**config.mk**
```make
export PLATFORM = sky130hd
export DESIGN_NAME = clk_div_prog
export DESIGN_NICKNAME = d
export VERILOG_FILES = /design/src/rtl/clk_div_prog.sv
export SDC_FILE = /design/constraint.sdc
export NUM_CORES = 1
export LEC_CHECK = 0
export ABC_AREA = 1
export ABC_CLOCK_PERIOD_IN_PS = 3000
export BUFFER_PORTS_ARGS = -buffer_cell sky130_fd_sc_hd__buf_4
export CAP_MARGIN = 15
export CELL_PAD_IN_SITES_DETAIL_PLACEMENT = 0
export CELL_PAD_IN_SITES_GLOBAL_PLACEMENT = 1
export CORE_AREA = 5 5 78 80
export CTS_BUF_LIST = sky130_fd_sc_hd__clkbuf_2 sky130_fd_sc_hd__clkbuf_4 sky130_fd_sc_hd__clkbuf_8
export CTS_CLUSTER_DIAMETER = 60
export DETAILED_ROUTE_END_ITERATION = 16
export DIE_AREA = 0 0 83 85
export GPL_TIMING_DRIVEN = 0
export HOLD_SLACK_MARGIN = 0.02
export PLACE_DENSITY = 0.76
export RECOVER_POWER = 100
export SLEW_MARGIN = 20
export SYNTH_ARGS = -nofsm -noshare
export SYNTH_HDL_FRONTEND = slang
export SYNTH_SLANG_ARGS = --single-unit
export TNS_END_PERCENT = 100
```
**constraint.sdc**
```tcl
create_clock -name clk -period 3 [get_ports clk]
set_input_delay 0.3 -clock clk [delete_from_list [all_inputs] [get_ports clk]]
set_output_delay 0.3 -clock clk [all_outputs]
set_load 0.05 [all_outputs]
```
**src/rtl/clk_div_prog.sv**
```systemverilog
// Runtime-programmable integer clock divider.
// Produces a near-50% divided clock, a one-cycle period tick and an
// observable phase counter. A new divisor is held as pending and only
// takes effect at a period boundary, so the divided clock never glitches.
module clk_div_prog #(
  parameter int WIDTH       = 8,
  parameter int DEFAULT_DIV = 24
) (
  input  logic             clk,
  input  logic             rst,
  input  logic             en,
  input  logic [WIDTH-1:0] div_in,
  input  logic             div_load,
  output logic [WIDTH-1:0] count,
  output logic             g_clk,
  output logic             tick,
  output logic [WIDTH-1:0] div_active,
  output logic             pending,
  output logic             err
);

  localparam logic [WIDTH-1:0] DIV_RESET = WIDTH'(DEFAULT_DIV);
  localparam logic [WIDTH-1:0] DIV_MIN   = WIDTH'(32'd2);
  localparam logic [WIDTH-1:0] ONE       = WIDTH'(32'd1);
  localparam logic [WIDTH-1:0] ZERO      = WIDTH'(32'd0);

  // Length of the low phase for divisor n: floor(n/2).
  function automatic logic [WIDTH-1:0] low_len(input logic [WIDTH-1:0] n);
    low_len = n >> 1;
  endfunction

  // Registered state
  logic [WIDTH-1:0] count_r;
  logic             g_clk_r;
  logic             tick_r;
  logic [WIDTH-1:0] div_active_r;
  logic             pending_r;
  logic [WIDTH-1:0] pend_div_r;
  logic             err_r;

  // Next-state signals
  logic             wrap_s;
  logic             load_ok_s;
  logic             load_bad_s;
  logic [WIDTH-1:0] count_nx_s;
  logic [WIDTH-1:0] div_nx_s;
  logic             g_clk_nx_s;
  logic             pending_nx_s;
  logic [WIDTH-1:0] pend_div_nx_s;

  // Classify the current cycle: period wrap and divisor request validity.
  always_comb begin
    wrap_s     = en & (count_r == (div_active_r - ONE));
    load_ok_s  = div_load & (div_in >= DIV_MIN);
    load_bad_s = div_load & (div_in < DIV_MIN);
  end

  // Next phase count: hold when disabled, restart at the wrap, else advance.
  always_comb begin
    count_nx_s = count_r;
    if (!en) begin
      count_nx_s = count_r;
    end else if (wrap_s) begin
      count_nx_s = ZERO;
    end else begin
      count_nx_s = count_r + ONE;
    end
  end

  // Next active divisor: a pending value is swapped in only on a wrap.
  always_comb begin
    div_nx_s = div_active_r;
    if (wrap_s && pending_r) begin
      div_nx_s = pend_div_r;
    end else begin
      div_nx_s = div_active_r;
    end
  end

  // Divided clock is derived from the next count and next divisor so the
  // registered output always matches the count it is shown with.
  always_comb begin
    g_clk_nx_s = (count_nx_s >= low_len(div_nx_s));
  end

  // Pending divisor bookkeeping: a valid load always wins (last one wins,
  // and a load in the wrap cycle queues for the following boundary);
  // otherwise a wrap consumes the pending value.
  always_comb begin
    pending_nx_s  = pending_r;
    pend_div_nx_s = pend_div_r;
    if (load_ok_s) begin
      pending_nx_s  = 1'b1;
      pend_div_nx_s = div_in;
    end else if (wrap_s && pending_r) begin
      pending_nx_s  = 1'b0;
      pend_div_nx_s = pend_div_r;
    end else begin
      pending_nx_s  = pending_r;
      pend_div_nx_s = pend_div_r;
    end
  end

  // State registers with synchronous reset to the default divisor.
  always_ff @(posedge clk) begin
    if (rst) begin
      count_r      <= ZERO;
      g_clk_r      <= 1'b0;
      tick_r       <= 1'b0;
      div_active_r <= DIV_RESET;
      pending_r    <= 1'b0;
      pend_div_r   <= ZERO;
      err_r        <= 1'b0;
    end else begin
      count_r      <= count_nx_s;
      g_clk_r      <= g_clk_nx_s;
      tick_r       <= wrap_s;
      div_active_r <= div_nx_s;
      pending_r    <= pending_nx_s;
      pend_div_r   <= pend_div_nx_s;
      err_r        <= err_r | load_bad_s;
    end
  end

  assign count      = count_r;
  assign g_clk      = g_clk_r;
  assign tick       = tick_r;
  assign div_active = div_active_r;
  assign pending    = pending_r;
  assign err        = err_r;

endmodule
```
# Word level (Yosys, flattened, before mapping)
# Cells that the tools add are included.
# word_totals
output_inout_bits,20
word_cells,25
register_bits,28
# op_classes
eq_ne,1
bitwise,4
magnitude_cmp,3
n_mux,5
n_addsub,2
n_reduce_logical,2
# ops
operator,n
$mux 8,3
$add 8x1->8 const B,1
$eq 8x8->1,1
$ge 8x2->1 const B,1
$ge 8x7->1,1
$lt 8x2->1 const B,1
$sub 8x1->8 const B,1
$and 1x1->1,3
$mux 1,2
$reduce_bool 2->1,1
$logic_and 1x1->1,1
$or 1x1->1,1

# Logic depth before layout (Yosys ltp)
# Gate-level depths: netlist of run 1.
# depth
ltp_word,6
mapped_depth,28
depth_no_buf,28

# Worst setup path before layout of run 1
# Ideal clock, no wire load.
# synth_path
path_type,register to register
startpoint,register div_active_r[0] (netlist: div_active[0])
endpoint,register g_clk_r (netlist: g_clk)
synth_period_minus_slack_ns,2.980
t_arrival_ns,2.866
n_path_buf,0
required_time_ns,2.886
path_stages_with_launch,28
setup_time_ns,0.114
setup_slack_ns,0.020
cell_sequence,dfxtp_1 -> inv_2 -> ha_1 -> inv_1 -> nand2_1 -> nand2_1 -> nor2_2 -> nand2_2 -> nor2_2 -> nand2_2 -> nor2_8 -> nand3_4 -> nand2_1 -> nand2_1 -> inv_1 -> ha_1 -> o21ai_0 -> nand2_1 -> nand2_1 -> nand2_1 -> nand2_1 -> nand2_1 -> nand2_1 -> nand2_1 -> nand2_1 -> nand2_1 -> nand2_1 -> nand2_1
# synth_via
elab_chain_cells,6
# synth_rtl
element,line_no,source
from (decl),36,logic [WIDTH-1:0] div_active_r;
from (signal assigned),118,div_active_r <= div_nx_s;
$sub 8x1->8,53,wrap_s = en & (count_r == (div_active_r - ONE));
$eq 8x8->1,53,
$and 1x1->1,53,
$logic_and 1x1->1,73,if (wrap_s && pending_r) begin
$mux 8,73,
net div_nx_s[1],46,logic [WIDTH-1:0] div_nx_s;
$ge 8x7->1,83,g_clk_nx_s = (count_nx_s >= low_len(div_nx_s));
to (signal assigned),116,g_clk_r <= g_clk_nx_s;
to (decl),34,logic g_clk_r;
# The timed path passes the listed nets, and every way through them passes these cells.
# A chain may end at the register's enable or synchronous reset.

# Worst setup path after layout of run 1
# Same ends and word-level chain as after synthesis.

==> run metrics, run 1 <==
Finish-stage setup viols 0; DR vias 1,723; max-capacitance violation count 0; CTS root buf clkbuf_8; Max clock buf depth 2; power density over cell area 323 nW/um2; Sw Share 25.0%; Final Slew Violations 0; Placed Cells 379; global-route wire length before repair 7730 um; critical path required time 3.18 ns; H-tree depth 1; clock share of power 34.3%; Total Routed Length 4490 um; final non-filler cell total 388; DRT Pass-1 Iters 4; Die Y-Extent 85 um; Port Buffers 30; num rows 27; Fmax achieved 368 MHz; Hold WC Path Type in2reg; Post-Syn Area 1800 um2; die area 7060 um2; worst vdd ir 0.202 mV; vias in the first global route 1,610; worst rel slew slack 54.2%; Post-Syn Area per Cell 6.50 um2; Synth cell types 26; share of layout cells above drive strength 1 17.1%; top fanout value on the critical path 5; Starting Density 33.8%; skew final 0.00477 ns; worst slew pin tran 0.687 ns; gr usage total 13.1%; Worst-Skew Late Latency 0.28 ns; YS warnings 0; leakage power 1.07 nW; Via density 4.44; Ports 32; largest net degree at the start of global routing 16; status completed; post-layout min period 2.72 ns; net count reported at finish 338; CTS tree done; Final Hold Viols 0; Syn Nets 298; Die W 83 um; final instance area 2160 um2; antenna violations before repair 0; arrival time worst endpoint 2.90 ns; Critical Path Sink Type register; Sequential Power Share 55.5%; dpl hpwl 3630 um; drt drc 0; core box area 5340 um2; Final Util 40.4%; sequential-to-total area share from yosys stat 31.1%; register bit count reported by yosys 28; CTS sink count 28; GP Congestion 0.806; crit path kind reg2reg; Mapped Cells 277; Total Power 0.696 mW; gr ovfl total 0; WL/cell 11.6 um; Antenna Violating Nets Remaining 0; antenna diode count 0; Tcrit/Tclk final 90.6%; TritonCTS buffer count 3; kind of start point of the critical path register; dpl cell area 2120 um2; Internal Power 0.522 mW; Area Overhead vs Synth 19.8%; Gate power share 10.2%; initial DRC count 116; fill count 626; clock transition at the registers of the reported paths 0.10 ns; net switching power 0.174 mW
routing by layer:
| metal | wire length, um | GRT usage, % | vias to the layer above |
|---|---|---|---|
| li1 | - | - | 949 |
| met1 | 2230 | 17.9 | 742 |
| met2 | 2060 | 21.6 | 25 |
| met3 | 114 | 1.46 | 7 |
| met4 | 82 | 4.31 | 0 |
| met5 | 0 | 0 | - |
cell usage after synthesis, drive strengths merged:
library cell | n | area (um2)
nor4 | 2 | 12.5
and2 | 2 | 12.5
nor3 | 7 | 40.0
xor2 | 7 | 61.3
inv | 40 | 150
xnor2 | 1 | 8.76
dfxtp | 28 | 561
nand3 | 22 | 128
o21ai | 9 | 45.0
buf | 3 | 15.0
nand4 | 7 | 43.8
or2 | 1 | 6.26
clkbuf | 3 | 11.3
a21oi | 11 | 58.8
ha | 9 | 113
nand2 | 84 | 338
nor2 | 41 | 198
registers in the layout, indices dropped and copies added (netlist names):
register    cells
tick            1
pend_div_r      8
count           8
g_clk           1
pending         1
div_active      8
err             1
metrics by stage:
step | hold WS [ns] | setup slack, ns | TNS [ns]
final | 0.235 | 0.283 | 0
after global routing | 0.243 | -0.00264 | -0.00264
after CTS | 0.234 | 0.0258 | 0
after global placement | 0.444 | -0.0498 | -0.0498
after detailed placement | 0.448 | -0.0514 | -0.0514
after floorplan | 0.429 | 0.0202 | 0
kinds of logic after synthesis:
family	after synthesis	share of synthesized area, %
xor+xnor	8	3.89
buf+inv	46	9.79
simple gates	166	43.2
fa+ha+maj	9	6.25
flops	28	31.1
compound gates	20	5.76
final cells by class:
cell class | instances | area (um2) | area share (%)
Multi-Input combinational cell | 203 | 1080 | 50.0
Inverter | 40 | 153 | 7.07
Clock buffer | 4 | 55.1 | 2.55
Timing Repair Buffer | 35 | 188 | 8.70
Tap cell | 72 | 90.1 | 4.17
Sequential cell | 28 | 568 | 26.3
Buffer | 6 | 25.0 | 1.16
critical path: stages (launching register included):
cell	delay, ns
dfxtp_4	0.38
inv_4	0.06
ha_4	0.26
inv_1	0.04
nand2_1	0.05
nand2_1	0.05
nor2_2	0.11
nand2_2	0.06
nor2_2	0.09
nand2_2	0.10
nor2_8	0.17
nand4_1	0.13
nand2_1	0.11
inv_1	0.04
ha_1	0.26
o21ai_1	0.13
nand2_1	0.06
nand2_1	0.06
nand2_1	0.04
nand2_1	0.05
nand2_1	0.06
nand2_1	0.06
nand2_1	0.04
nand2_1	0.05
nand2_1	0.04
nand2_1	0.05
nand2_1	0.05
path summary, 6_finish.rpt:
check	startpoint	end	slack, ns	depth (start not counted)
worst max register to register	div_active[0]	g_clk	0.28	26
worst max-delay path	div_active[0]	g_clk	0.28	26
worst min register to register	pend_div_r[1]	pend_div_r[1]	0.46	2
worst min-delay path	div_in[0]	pend_div_r[0]	0.24	3
cells in the final DEF (no fill, tap or decap), types with 8 or more instances in the layout:
master,n
dfxtp_1,26
nand3_1,20
nor2_1,30
inv_1,33
clkbuf_1,24
o21ai_0,8
ha_1,8
buf_4,14
a21oi_1,10
nor2_2,9
nand2_1,77
power by group through the flow:
stage	Sequential [mW]	Combinational [mW]	Clock, mW
CTS	0.389	0.0750	0.244
finish	0.387	0.0712	0.239
floorplan	0.407	0.0370	0
detailed placement	0.397	0.0746	0
global placement	0.397	0.0741	0
global route	0.388	0.0816	0.263
what timing repair did:
| item | 4_1_cts | 5_1_grt |
|---|---|---|
| gates resized for setup | 1 | 10 |
| buffers inserted | 0 | 5 |
| endpoints found under the setup margin | 1 | 1 |
| hold buffers | 0 | 0 |
| pin swaps | 0 | 7 |
Power figures use the tool's default switching activity.
==> run 2, diff against run 1 <==
Settings changed: ABC_CLOCK_PERIOD_IN_PS 3000 to 2950.
Clock period 3 ns to 2.95 ns, I/O delays scaled along.
==> run 2 against run 1 <==
Sequential power increased by 2%. Core utilization rose by 0.96 points. Combinational power rose by 2.9%. Worst hold slack about the same. Largest power group unchanged. Global-route usage decreased by 0.42 points. Wire length about the same. Maximum frequency is 0.55% higher.
==> run metrics, run 2 (synthesized netlist as in run 1, its figures left out) <==
max-capacitance violation count 0 (unchanged); Final Hold Viols 0 (unchanged); DR vias 1,704 (-1.1%); post-layout min period 2.70 ns (-0.0150 ns); commonest cells after routing, fill and taps aside nand2_1, inv_1, nor2_1; final instance area 2210 um2 (+2.4%); reg-to-reg startpoint div_active[0]; Max clock buf depth 2 (unchanged); Area Overhead vs Synth 22.6%; Finish-stage setup viols 0 (unchanged); Worst Setup SP div_active[0]; gr ovfl total 0 (unchanged); Worst-Skew Late Latency 0.27 ns (about the same); num rows 27 (unchanged); critical path required time 3.13 ns (-0.05 ns); Ports 32 (unchanged); Hold WC Path Type in2reg; Critical Path Sink Type register; worst vdd ir 0.167 mV (-17%); Antenna Violating Nets Remaining 0 (unchanged); clock transition at the registers of the reported paths 0.10 ns (about the same); Die Y-Extent 85 um (unchanged); DRT Pass-1 Iters 4 (unchanged); Place WS -0.0150 ns (+0.0364 ns); initial DRC count 47 (-59%); Gate power share 9.5% (-0.7 points); share of layout cells above drive strength 1 18.5% (+1.4 points); setup TNS 0 ns (unchanged); CTS tree done; Fmax achieved 370 MHz (+0.55%); dpl hpwl 3660 um (+0.84%); largest net degree at the start of global routing 17 (+1); Tcrit/Tclk final 91.6% (+1.0 points); H-tree depth 1 (unchanged); clock share of power 39.5% (+5.2 points); worst slew pin tran 0.644 ns (-0.0430 ns); Final Slew Violations 0 (unchanged); net count reported at finish 341 (+0.89%); net switching power 0.178 mW (+2.3%); Sequential Power Share 51.0% (-4.5 points); crit path kind reg2reg; Die W 83 um (unchanged); status completed; worst rel slew slack 57.1% (+2.9 points); Worst Slack Setup Final 0.248 ns (-0.0350 ns); flop2flop setup slack 0.25 ns (-0.04 ns); antenna diode count 0 (unchanged); power density over cell area 349 nW/um2 (+8.3%); leakage power 1.10 nW (+2.1%); skew final 0.00461 ns (-0.000159 ns); die area 7060 um2 (unchanged); top fanout value on the critical path 5 (unchanged); arrival time worst endpoint 2.88 ns (-0.02 ns); commonest non-fill, non-tap cell in the layout nand2_1; dpl cell area 2120 um2 (about the same); Port Buffers 30 (unchanged); Internal Power 0.594 mW (+14%); Hold WS 0.235 ns (-0.000125 ns); Starting Density 33.8% (unchanged); drt drc 0 (unchanged); vias in the first global route 1,623 (+0.81%); CTS sink count 28 (unchanged); Register-to-Register Path Depth 26 (unchanged); Final Util 41.4% (+0.96 points); Sw Share 23.1% (-1.9 points); CTS root buf clkbuf_8; Total Routed Length 4500 um (about the same); global-route wire length before repair 7420 um (-4.0%); core box area 5340 um2 (unchanged); GP Congestion 0.813 (+0.87%); RR Endpoint g_clk; antenna violations before repair 0 (unchanged); kind of start point of the critical path register; hold-fix buffers at CTS 0 (unchanged); TritonCTS buffer count 3 (unchanged); Worst Setup EP g_clk; WL/cell 11.5 um (-0.70%); gr usage total 12.7% (-0.42 points); Via density 4.36 (-1.9%)
run 2: cell types whose count changed in the layout (fill, tap and decap cells not counted):
cell,previous run,this run
a21oi_2,1,0
a21oi_4,0,1
buf_4,14,17
bufinv_16,0,1
clkbuf_8,4,3
nand2_1,77,75
nand2_2,6,8
run 2: metrics by stage:
stage | std cells | power, mW
4_1_cts | 385 | 0.784
6_report | 391 | 0.772
2_1_floorplan | 277 | 0.451
3_3_place_gp | 379 | 0.479
5_1_grt | 391 | 0.807
3_5_place_dp | 379 | 0.480
run 2: power groups by stage:
stage | registers (mW) | clock network, mW | logic, mW
floorplan | 0.414 | 0 | 0.0376
global placement | 0.404 | 0 | 0.0754
detailed placement | 0.404 | 0 | 0.0759
CTS | 0.395 | 0.314 | 0.0759
global route | 0.395 | 0.330 | 0.0824
finish | 0.393 | 0.305 | 0.0733
run 2: final cells by class:
class | count | area (um2)
fill | 639 | 3130
multi-input combinational | 203 | 1090
sequential | 28 | 568
timing repair buffer | 38 | 210
inverter | 40 | 153
tap | 72 | 90.1
clock buffer | 3 | 41.3
clock inverter | 1 | 30.0
buffer | 6 | 25.0
run 2: critical path: stages, from the launching register on:
cell and delay [ns]:
dfxtp_4 0.37, inv_4 0.05, ha_4 0.27, inv_1 0.05
nand2_1 0.05, nand2_1 0.05, nor2_2 0.10, nand2_2 0.06
nor2_2 0.11, nand2_2 0.09, nor2_8 0.15, nand4_1 0.13
nand2_1 0.10, inv_1 0.05, ha_1 0.26, o21ai_1 0.13
nand2_1 0.06, nand2_1 0.06, nand2_1 0.04, nand2_1 0.06
nand2_1 0.07, nand2_1 0.06, nand2_1 0.05, nand2_1 0.05
nand2_1 0.04, nand2_1 0.05, nand2_1 0.05
run 2: per-layer routing:
metal | part of all wire, % | GRT usage, % | wire [um] | up-vias
met3 | 2.6 | 1.84 | 119 | 4
met1 | 49 | 16.2 | 2210 | 720
li1 | - | - | - | 955
met2 | 47 | 22.1 | 2110 | 25
met5 | 0 | 0 | 0 | -
met4 | 1.3 | 4.16 | 57 | 0
run 2: worst min-delay path by stage:
| stage | startpoint | endpoint | slack [ns] | cells past startpoint |
|---|---|---|---|---|
| 3_5_place_dp | pend_div_r[1] | pend_div_r[1] | 0.45 | 2 |
| 5_1_grt | div_in[0] | pend_div_r[0] | 0.23 | 3 |
| 2_1_floorplan | pend_div_r[1] | pend_div_r[1] | 0.43 | 2 |
| 6_report | div_in[0] | pend_div_r[0] | 0.24 | 3 |
| 3_3_place_gp | pend_div_r[1] | pend_div_r[1] | 0.44 | 2 |
| 4_1_cts | div_in[0] | pend_div_r[0] | 0.23 | 3 |
run 2: repair_timing:
action / CTS / global route
pin swaps: 2 / 5
endpoints found under the setup margin: 1 / 1
gates resized for setup: 4 / 7
buffers inserted: 2 / 6
